`config.mk`:
```
export PLATFORM = sky130hd
export DESIGN_NAME = arbiter_rr_8
export DESIGN_NICKNAME = d
export VERILOG_FILES = /design/src/rtl/arbiter_rr_8.sv
export SDC_FILE = /design/constraint.sdc
export NUM_CORES = 1
export LEC_CHECK = 0
export BUFFER_PORTS_ARGS = -buffer_cell sky130_fd_sc_hd__buf_4
export CAP_MARGIN = 15
export CORE_MARGIN = 10
export CORE_UTILIZATION = 40
export DETAILED_ROUTE_END_ITERATION = 6
export GPL_TIMING_DRIVEN = 0
export PLACE_DENSITY = 0.57
export SETUP_SLACK_MARGIN = 0.15
export SLEW_MARGIN = 0
export SYNTH_ARGS = -nofsm -noshare
export SYNTH_HDL_FRONTEND = slang
export SYNTH_SLANG_ARGS = --single-unit
export TNS_END_PERCENT = 1
```
`constraint.sdc`:
```
create_clock -name clk -period 5.14 [get_ports clk]
set_input_delay 0.257 -clock clk [delete_from_list [all_inputs] [get_ports clk]]
set_output_delay 0.257 -clock clk [all_outputs]
set_load 0.01 [all_outputs]
```
`src/rtl/arbiter_rr_8.sv`:
```
// Eight-client arbiter with fixed or rotating priority and an optional hold limit.
// All outputs are registered; a new owner is granted on the same edge that releases the old one.
module arbiter_rr_8 #(
    parameter int unsigned MAX_HOLD = 16
) (
    input  logic       clk,
    input  logic       rst,
    input  logic [7:0] req,
    input  logic       fixed_pri,
    output logic [7:0] grant,
    output logic [2:0] out,
    output logic       valid,
    output logic       preempt
);

    typedef enum logic {
        IDLE  = 1'b0,
        GRANT = 1'b1
    } state_t;

    localparam logic [7:0] HOLD_LIM = 8'(MAX_HOLD);
    localparam logic       HOLD_EN  = (MAX_HOLD != 0);

    state_t     state_q, state_d;
    logic [7:0] grant_q, grant_d;
    logic [2:0] out_q, out_d;
    logic       valid_q, valid_d;
    logic       preempt_q, preempt_d;
    logic [2:0] last_q, last_d;
    logic [7:0] hold_cnt_q, hold_cnt_d;

    logic [7:0] owner_mask;
    logic       owner_req;
    logic       others;
    logic       at_limit;
    logic       drop;
    logic       expire;
    logic       arbitrate;
    logic [7:0] arb_req;
    logic [2:0] base;
    logic [2:0] cand;
    logic       arb_found;
    logic [2:0] arb_idx;

    // Release conditions for the current owner; a drop takes precedence over expiry.
    always_comb begin
        owner_mask = 8'b1 << out_q;
        owner_req  = req[out_q];
        others     = |(req & ~owner_mask);
        at_limit   = HOLD_EN && (hold_cnt_q == HOLD_LIM);
        drop       = (state_q == GRANT) && !owner_req;
        expire     = (state_q == GRANT) && owner_req && at_limit && others;
        arbitrate  = (state_q == IDLE) || drop || expire;
        arb_req    = expire ? (req & ~owner_mask) : req;
    end

    // Search order base-1, base-2, ..., base (mod 8); base 0 gives 7 down to 0.
    always_comb begin
        arb_found = 1'b0;
        arb_idx   = 3'd0;
        cand      = 3'd0;
        base      = fixed_pri ? 3'd0 : last_q;
        for (int k = 1; k <= 8; k++) begin
            cand = base - 3'(k);
            if (!arb_found && arb_req[cand]) begin
                arb_found = 1'b1;
                arb_idx   = cand;
            end
        end
    end

    always_comb begin
        state_d    = state_q;
        grant_d    = grant_q;
        out_d      = out_q;
        valid_d    = valid_q;
        last_d     = last_q;
        hold_cnt_d = hold_cnt_q;
        preempt_d  = 1'b0;
        if (arbitrate) begin
            preempt_d = expire;
            if (arb_found) begin
                state_d    = GRANT;
                grant_d    = 8'b1 << arb_idx;
                out_d      = arb_idx;
                valid_d    = 1'b1;
                last_d     = arb_idx;
                hold_cnt_d = 8'd1;
            end else begin
                state_d = IDLE;
                grant_d = 8'd0;
                out_d   = 3'd0;
                valid_d = 1'b0;
            end
        end else if (at_limit) begin
            // Limit reached with nobody waiting: start a fresh hold window.
            hold_cnt_d = 8'd1;
        end else if (hold_cnt_q != 8'hFF) begin
            hold_cnt_d = hold_cnt_q + 8'd1;
        end
    end

    always_ff @(posedge clk) begin
        if (rst) begin
            state_q    <= IDLE;
            grant_q    <= 8'd0;
            out_q      <= 3'd0;
            valid_q    <= 1'b0;
            preempt_q  <= 1'b0;
            last_q     <= 3'd0;
            hold_cnt_q <= 8'd0;
        end else begin
            state_q    <= state_d;
            grant_q    <= grant_d;
            out_q      <= out_d;
            valid_q    <= valid_d;
            preempt_q  <= preempt_d;
            last_q     <= last_d;
            hold_cnt_q <= hold_cnt_d;
        end
    end

    assign grant   = grant_q;
    assign out     = out_q;
    assign valid   = valid_q;
    assign preempt = preempt_q;

endmodule

```
# After elaboration in Yosys (flattened, before gate mapping)
# Cells that the tools add are included.
# Widths: inputs -> output; s select.
[totals] regBits=24 input_bits=11 out_inout_bits=13 wordCells=101
[op_classes] addsub=8 order_cmp=9 n_eq_ne=3 shift=2 mux=43 bitwise_logic=4 reduce_logical=26
[ops] op="$mux 8" count=6
[ops] op="$lt 3x4->1 const B" count=9
[ops] op="$mux 3" count=10
[ops] op="$bmux 1 s3" count=9
[ops] op="$mux 1" count=18
[ops] op="$shl 1x3->8 const A" count=2
[ops] op="$sub 3x3->3 const B" count=4
[ops] op="$logic_and 1x1->1" count=11
[ops] op="$add 8x1->8 const B" count=1
[ops] op="$and 8x8->8" count=1
[ops] op="$eq 8x5->1 const B" count=1
[ops] op="$logic_not 1->1" count=8
[ops] op="$ne 8x8->1 const B" count=1
[ops] op="$not 8->8" count=1
[ops] op="$reduce_or 8->1" count=1
[ops] op="$sub 3x2->3 const B" count=2
[ops] op="$reduce_and 2->1" count=2
[ops] op="$reduce_bool 3->1" count=1
[ops] op="$sub 3x1->3 const B" count=1
[ops] op="$logic_or 1x1->1" count=2
[ops] op="$ne 2x1->1 const B" count=1
[ops] op="$not 1->1" count=2
[ops] op="$reduce_or 2->1" count=1

# Depth between registers and ports, before layout
[logic_depth] word_depth=32 depth_mapped=15 mapped_depth_nobuf=13

# Worst setup path before layout
# OpenSTA, ideal clock, no wires.
[synth_timing] kind="register to register" from="register out_q[1], in the netlist out[1]" to="register grant_q[2], in the netlist grant[2]" setup_time_ns=0.062 arrival_time_ns=3.531 required_ns=5.078 slack_ns=1.547 stages_incl_launch_ff=13 path_buffers=1 period_less_slack_ns=3.593 path_cell_list="dfxtp_1 > buf_2 > mux2i_1 > a21oi_1 > nor4_4 > o21ai_1 > mux2_2 > mux4_2 > mux2_4 > a221o_1 > o2111ai_2 > nor3b_4 > a32o_1"
[synth_via] elab_chain_cells=32 word_cells_on_any_way=62 cone_classes="2 x shift; 36 x mux; 2 x bitwise; 22 x reduce/logical"
[synth_rtl] element="from (decl)" line_no="26" source="logic [2:0] out_q, out_d;"
[synth_rtl] element="from (signal assigned)" line_no="115" source="out_q <= out_d;"
[synth_rtl] element="$bmux 1 s3 / $shl 1x3->8 (equally long branches)" line_no="48, 47"
[synth_rtl] element="$mux 1 (implied by the code) / $not 8->8 (equally long branches)" line_no="48, 49, 54"
[synth_rtl] element="$logic_and 1x1->1 / $and 8x8->8 (equally long branches)" line_no="52, 49, 54"
[synth_rtl] element="$logic_and 1x1->1 / $reduce_or 8->1 (equally long branches)" line_no="52, 49"
[synth_rtl] element="$logic_and 1x1->1" line_no="52" source="expire = (state_q == GRANT) && owner_req && at_limit && others;"
[synth_rtl] element="$mux 8" line_no="54" source="arb_req = expire ? (req & ~owner_mask) : req;"
[synth_rtl] element="$bmux 1 s3" line_no="65" source="if (!arb_found && arb_req[cand]) begin"
[synth_rtl] element="$mux 1 (implied by the code)" line_no="65"
[synth_rtl] element="[16 not listed]"
[synth_rtl] element="$logic_not 1->1" line_no="65"
[synth_rtl] element="$logic_and 1x1->1" line_no="65"
[synth_rtl] element="$mux 1" line_no="65"
[synth_rtl] element="$logic_not 1->1" line_no="65"
[synth_rtl] element="$logic_and 1x1->1" line_no="65"
[synth_rtl] element="$mux 3" line_no="65"
[synth_rtl] element="$shl 1x3->8" line_no="84" source="grant_d = 8'b1 << arb_idx;"
[synth_rtl] element="$mux 8" line_no="82" source="if (arb_found) begin"
[synth_rtl] element="to (signal assigned)" line_no="114" source="grant_q <= grant_d;"
[synth_rtl] element="to (decl)" line_no="25" source="logic [7:0] grant_q, grant_d;"
# Several ways; a longest one is shown, not always the timed one. The select of a mux whose other input is x is not followed.
# A chain may end at the register's enable or synchronous reset.

# Worst setup path in the final report
[layout_timing] from="register out_q[1], in the netlist out[1]" to="register grant_q[6], in the netlist grant[6]"
# Same word-level chain as after synthesis.

==> summary.md <==
| Metric | Value |
|---|---|
| Number of fillers in the final layout | `590` |
| Flip-flop and latch count after synthesis | `24` |
| Via density per instance | `6.20` |
| Effective utilization at floorplan | `0.421` |
| Met3 track demand over resource in global routing | `0.0156` |
| Aggregate routed wire length | `7130 µm` |
| Routability cong. | `0.855` |
| Total number of yosys warnings | `0` |
| Largest driver fanout on the critical path | `8` |
| Endpoint class of the critical path | `register` |
| GR Overflow Total | `0` |
| Combinational family with the most area after synthesis | `simple AND/OR/NAND/NOR gates` |
| Most common cell in the netlist | `nor2_1` |
| Leak Pwr | `0.000977 µW` |
| Total routing usage reported by global routing | `0.144` |
| Worst hold start | `rst` |
| Met1 usage | `0.195` |
| Data arrival, critical path | `4.59 ns` |
| Count of input and output buffers | `21` |
| Total via count after detailed routing | `2,540` |
| Max cap viols | `0` |
| Multiplexer fraction of the synthesized cell area | `0.0827` |
| Ratio of cells with drive above 1 in the final layout | `0.151` |
| Global routing usage on met2 | `0.236` |
| EDFF count, synth | `0` |
| H-Tree Depth | `1` |
| Mean cell area of the mapped netlist | `7.54 µm²` |
| Transition at the pin with the smallest max-transition slack | `0.685 ns` |
| Pin count of the biggest net entering global routing | `14` |
| Cell area after synthesis | `0.00236 mm²` |
| Yosys cell types | `66` |
| Row count | `27` |
| CTS max path bufs | `2` |
| Post-Place Setup Slack | `0.771 ns` |
| Non-Filler Instances | `410` |
| Footprint of the flip-flops and latches | `480 µm²` |
| Result of the run | `completed` |
| Capture point of the worst reg-to-reg path | `grant[6]$_SDFFE_PP0N_` |
| Global-route wire length before repair | `12,000 µm` |
| Number of instances in the placed design | `406` |
| Net Count, Synth | `328` |
| Buffers inserted by post-CTS timing repair | `0` |
| Number of nets in the layout | `354` |
| Height of the chip | `96.8 µm` |
| Worst reg-to-reg path cell count | `11` |
| Power density over the cells | `496 mW/mm²` |
| Setup slack on the worst flop-to-flop path | `0.76 ns` |
| Worst setup path class | `register to register` |
| Clock tree from TritonCTS | `built` |
| Final worst path period share | `0.853` |
| Clock input transition at the sequential cells of the worst setup and hold paths | `0.08 ns` |
| Sequential fraction of the synthesis area | `0.204` |
| Number of top-level pins | `24` |
| GRT busiest layer | `met2` |
| Post-synthesis share of cell area spent on xor and xnor gates | `0.0186` |
| Fraction of post-synthesis cell area in the top cell type by area | `0.204` |
| Fraction of registers with async set or reset after synthesis | `0` |
| Total half-perimeter wirelength after legalization and detailed placement | `5450 µm` |
| DRC violations left | `0` |
| Number of antenna violations at the first check in global routing | `0` |
| Avg WL per Cell | `17.4 µm` |
| Via count of the first global-routing pass | `2,431` |
| Adder-cell share of the synthesized area | `0.0212` |
| Final-report hold violation count | `0` |
| Residual antenna-violating net count after detailed routing | `0` |
| Layout-stage area growth over the synthesis result | `12.8%` |
| Clk Tree Root Cell | `clkbuf_8` |
| Synth Area in Compound Gates | `0.281` |
| Area inside the core boundary | `0.00561 mm²` |
| Top cells by area in the synthesized netlist | `dfxtp_1 20%, nor2_1 5.2%, nand2_1 4.6%` |
| Synthesized-area fraction occupied by and/or/nand/nor cells | `0.347` |
| Area occupied by multi-input gates | `0.00177 mm²` |
| Fmax | `0.228 GHz` |
| Cells on Worst Hold Path | `2` |
| Width of the chip | `96.8 µm` |
| Die outline area | `0.00937 mm²` |
| Required time worst endpoint | `5.35 ns` |
| Maximum clock skew at final layout | `0.00241 ns` |
| Max-slew violation total from the final report | `0` |
| Antenna Cells | `0` |
| RSZ-0062 raised after global routing | `no` |
| Synth cell count leaders | `33 x nor2_1, 29 x nand2_1, 24 x dfxtp_1` |
| Gate count after technology mapping | `313` |
| First DRT Iteration DRCs | `143` |
| Class of the worst hold path | `primary input to register` |
| Post-CTS Hold Buffers | `0` |
| Most used flip-flop cell after synthesis | `dfxtp_1` |
| Sink count of the clock tree | `24` |
| Crit Reg-Reg Startpoint | `out[1]$_SDFFE_PP0N_` |
| Minimum clock period | `4.38 ns` |
| Cell type with the highest aggregate area in the netlist | `dfxtp_1` |
| Endpoint of the worst hold path | `out[0]$_SDFFE_PP0N_` |
| Post-route setup TNS | `0 ns` |
| Final setup violating endpoints | `0` |
| Startpoint type of the worst setup path | `register` |
| Number of optimization iterations in the first detailed-route pass | `4` |
| Inserted Clock Buffers | `3` |
| Clock Latency Late Sink | `0.26 ns` |
| CTS-repair resized insts | `0` |
| Max VDD drop | `237 µV` |
| Worst max-slew margin expressed relative to the limit | `0.537` |
| Least setup slack across all paths after layout | `0.756 ns` |
[registers in the layout (all words and copies together), names as in the netlist]
name,cells
hold_cnt_q,8
valid,1
grant,8
out,3
preempt,1
last_q,3
[where the power goes]
| part | leakage (µW) | internal (µW) | switching, µW |
|---|---|---|---|
| sequential | 0.000196 | 230 | 46.4 |
| clock | 0.0000288 | 68.3 | 57.7 |
| combinational | 0.000752 | 362 | 555 |
| total | 0.000977 | 661 | 659 |
[logic make-up after synthesis]
| group | Yosys count |
|---|---|
| XOR/XNOR | 5 |
| buffers and inverters | 26 |
| flip-flops | 24 |
| AO/OA/AOI/OAI | 91 |
| adder cells (fa/ha/maj) | 4 |
| multiplexers | 16 |
| AND/OR/NAND/NOR | 147 |
[cells in the final DEF, fill, tap and decap left out, types with 8 or more instances in the layout]
master	count
nand2_1	29
a21oi_1	17
mux2i_1	9
o21ai_0	12
clkbuf_1	11
nor3_1	11
buf_4	21
a32o_1	8
inv_1	8
nor2_1	33
dfxtp_1	24
nand3_1	17
nand2b_1	8
[routing by layer]
layer / wire [µm] / vias to the layer above
met5: 0 / -
met1: 3390 / 1215
li1: - / 1251
met2: 3330 / 68
met3: 361 / 6
met4: 53 / 0
[through the flow]
| step | utilization | hold slack [ns] | power [µW] | instance area (µm²) |
|---|---|---|---|---|
| after floorplan | - | 0.450 | 943 | 2360 |
| after global placement | 0.465 | 0.461 | 1180 | 2610 |
| after detailed placement | 0.465 | 0.462 | 1180 | 2610 |
| after CTS | 0.475 | 0.437 | 1320 | 2660 |
| after global routing | 0.475 | 0.482 | 1440 | 2660 |
| final | 0.475 | 0.431 | 1320 | 2660 |
[layout make-up]
type | instances | share of cell area
Buffer | 16 | 0.0263
Clock buffer | 4 | 0.0207
Inverter | 10 | 0.0141
Multi-Input combinational cell | 263 | 0.665
Sequential cell | 24 | 0.180
Tap cell | 72 | 0.0338
Timing Repair Buffer | 21 | 0.0592
[worst max path at each step]
stage	slack [ns]	depth (start not counted)	startpoint	end
2_1_floorplan	1.55	12	out[1]$_SDFFE_PP0N_	grant[2]$_SDFFE_PP0N_
3_5_place_dp	0.77	14	fixed_pri	hold_cnt_q[6]$_SDFFE_PP0P_
6_report	0.76	11	out[1]$_SDFFE_PP0N_	grant[6]$_SDFFE_PP0N_
4_1_cts	0.83	13	last_q[0]$_SDFFE_PP0P_	hold_cnt_q[2]$_SDFFE_PP0P_
5_1_grt	0.43	11	out[1]$_SDFFE_PP0N_	grant[6]$_SDFFE_PP0N_
3_3_place_gp	0.68	14	fixed_pri	hold_cnt_q[6]$_SDFFE_PP0P_
[critical path, stage by stage (launching register included)]
cell and delay (ns):
dfxtp_1 0.54, inv_1 0.20, a311oi_1 0.59, nor4_4 0.16, o21ai_1 0.49, a22oi_1 0.21, o211ai_1 0.52, nand4b_1 0.38
or2_2 0.42, o2111ai_2 0.28, nor3b_4 0.33, a32o_1 0.20
Note: power is estimated with default switching activity, not from simulation.
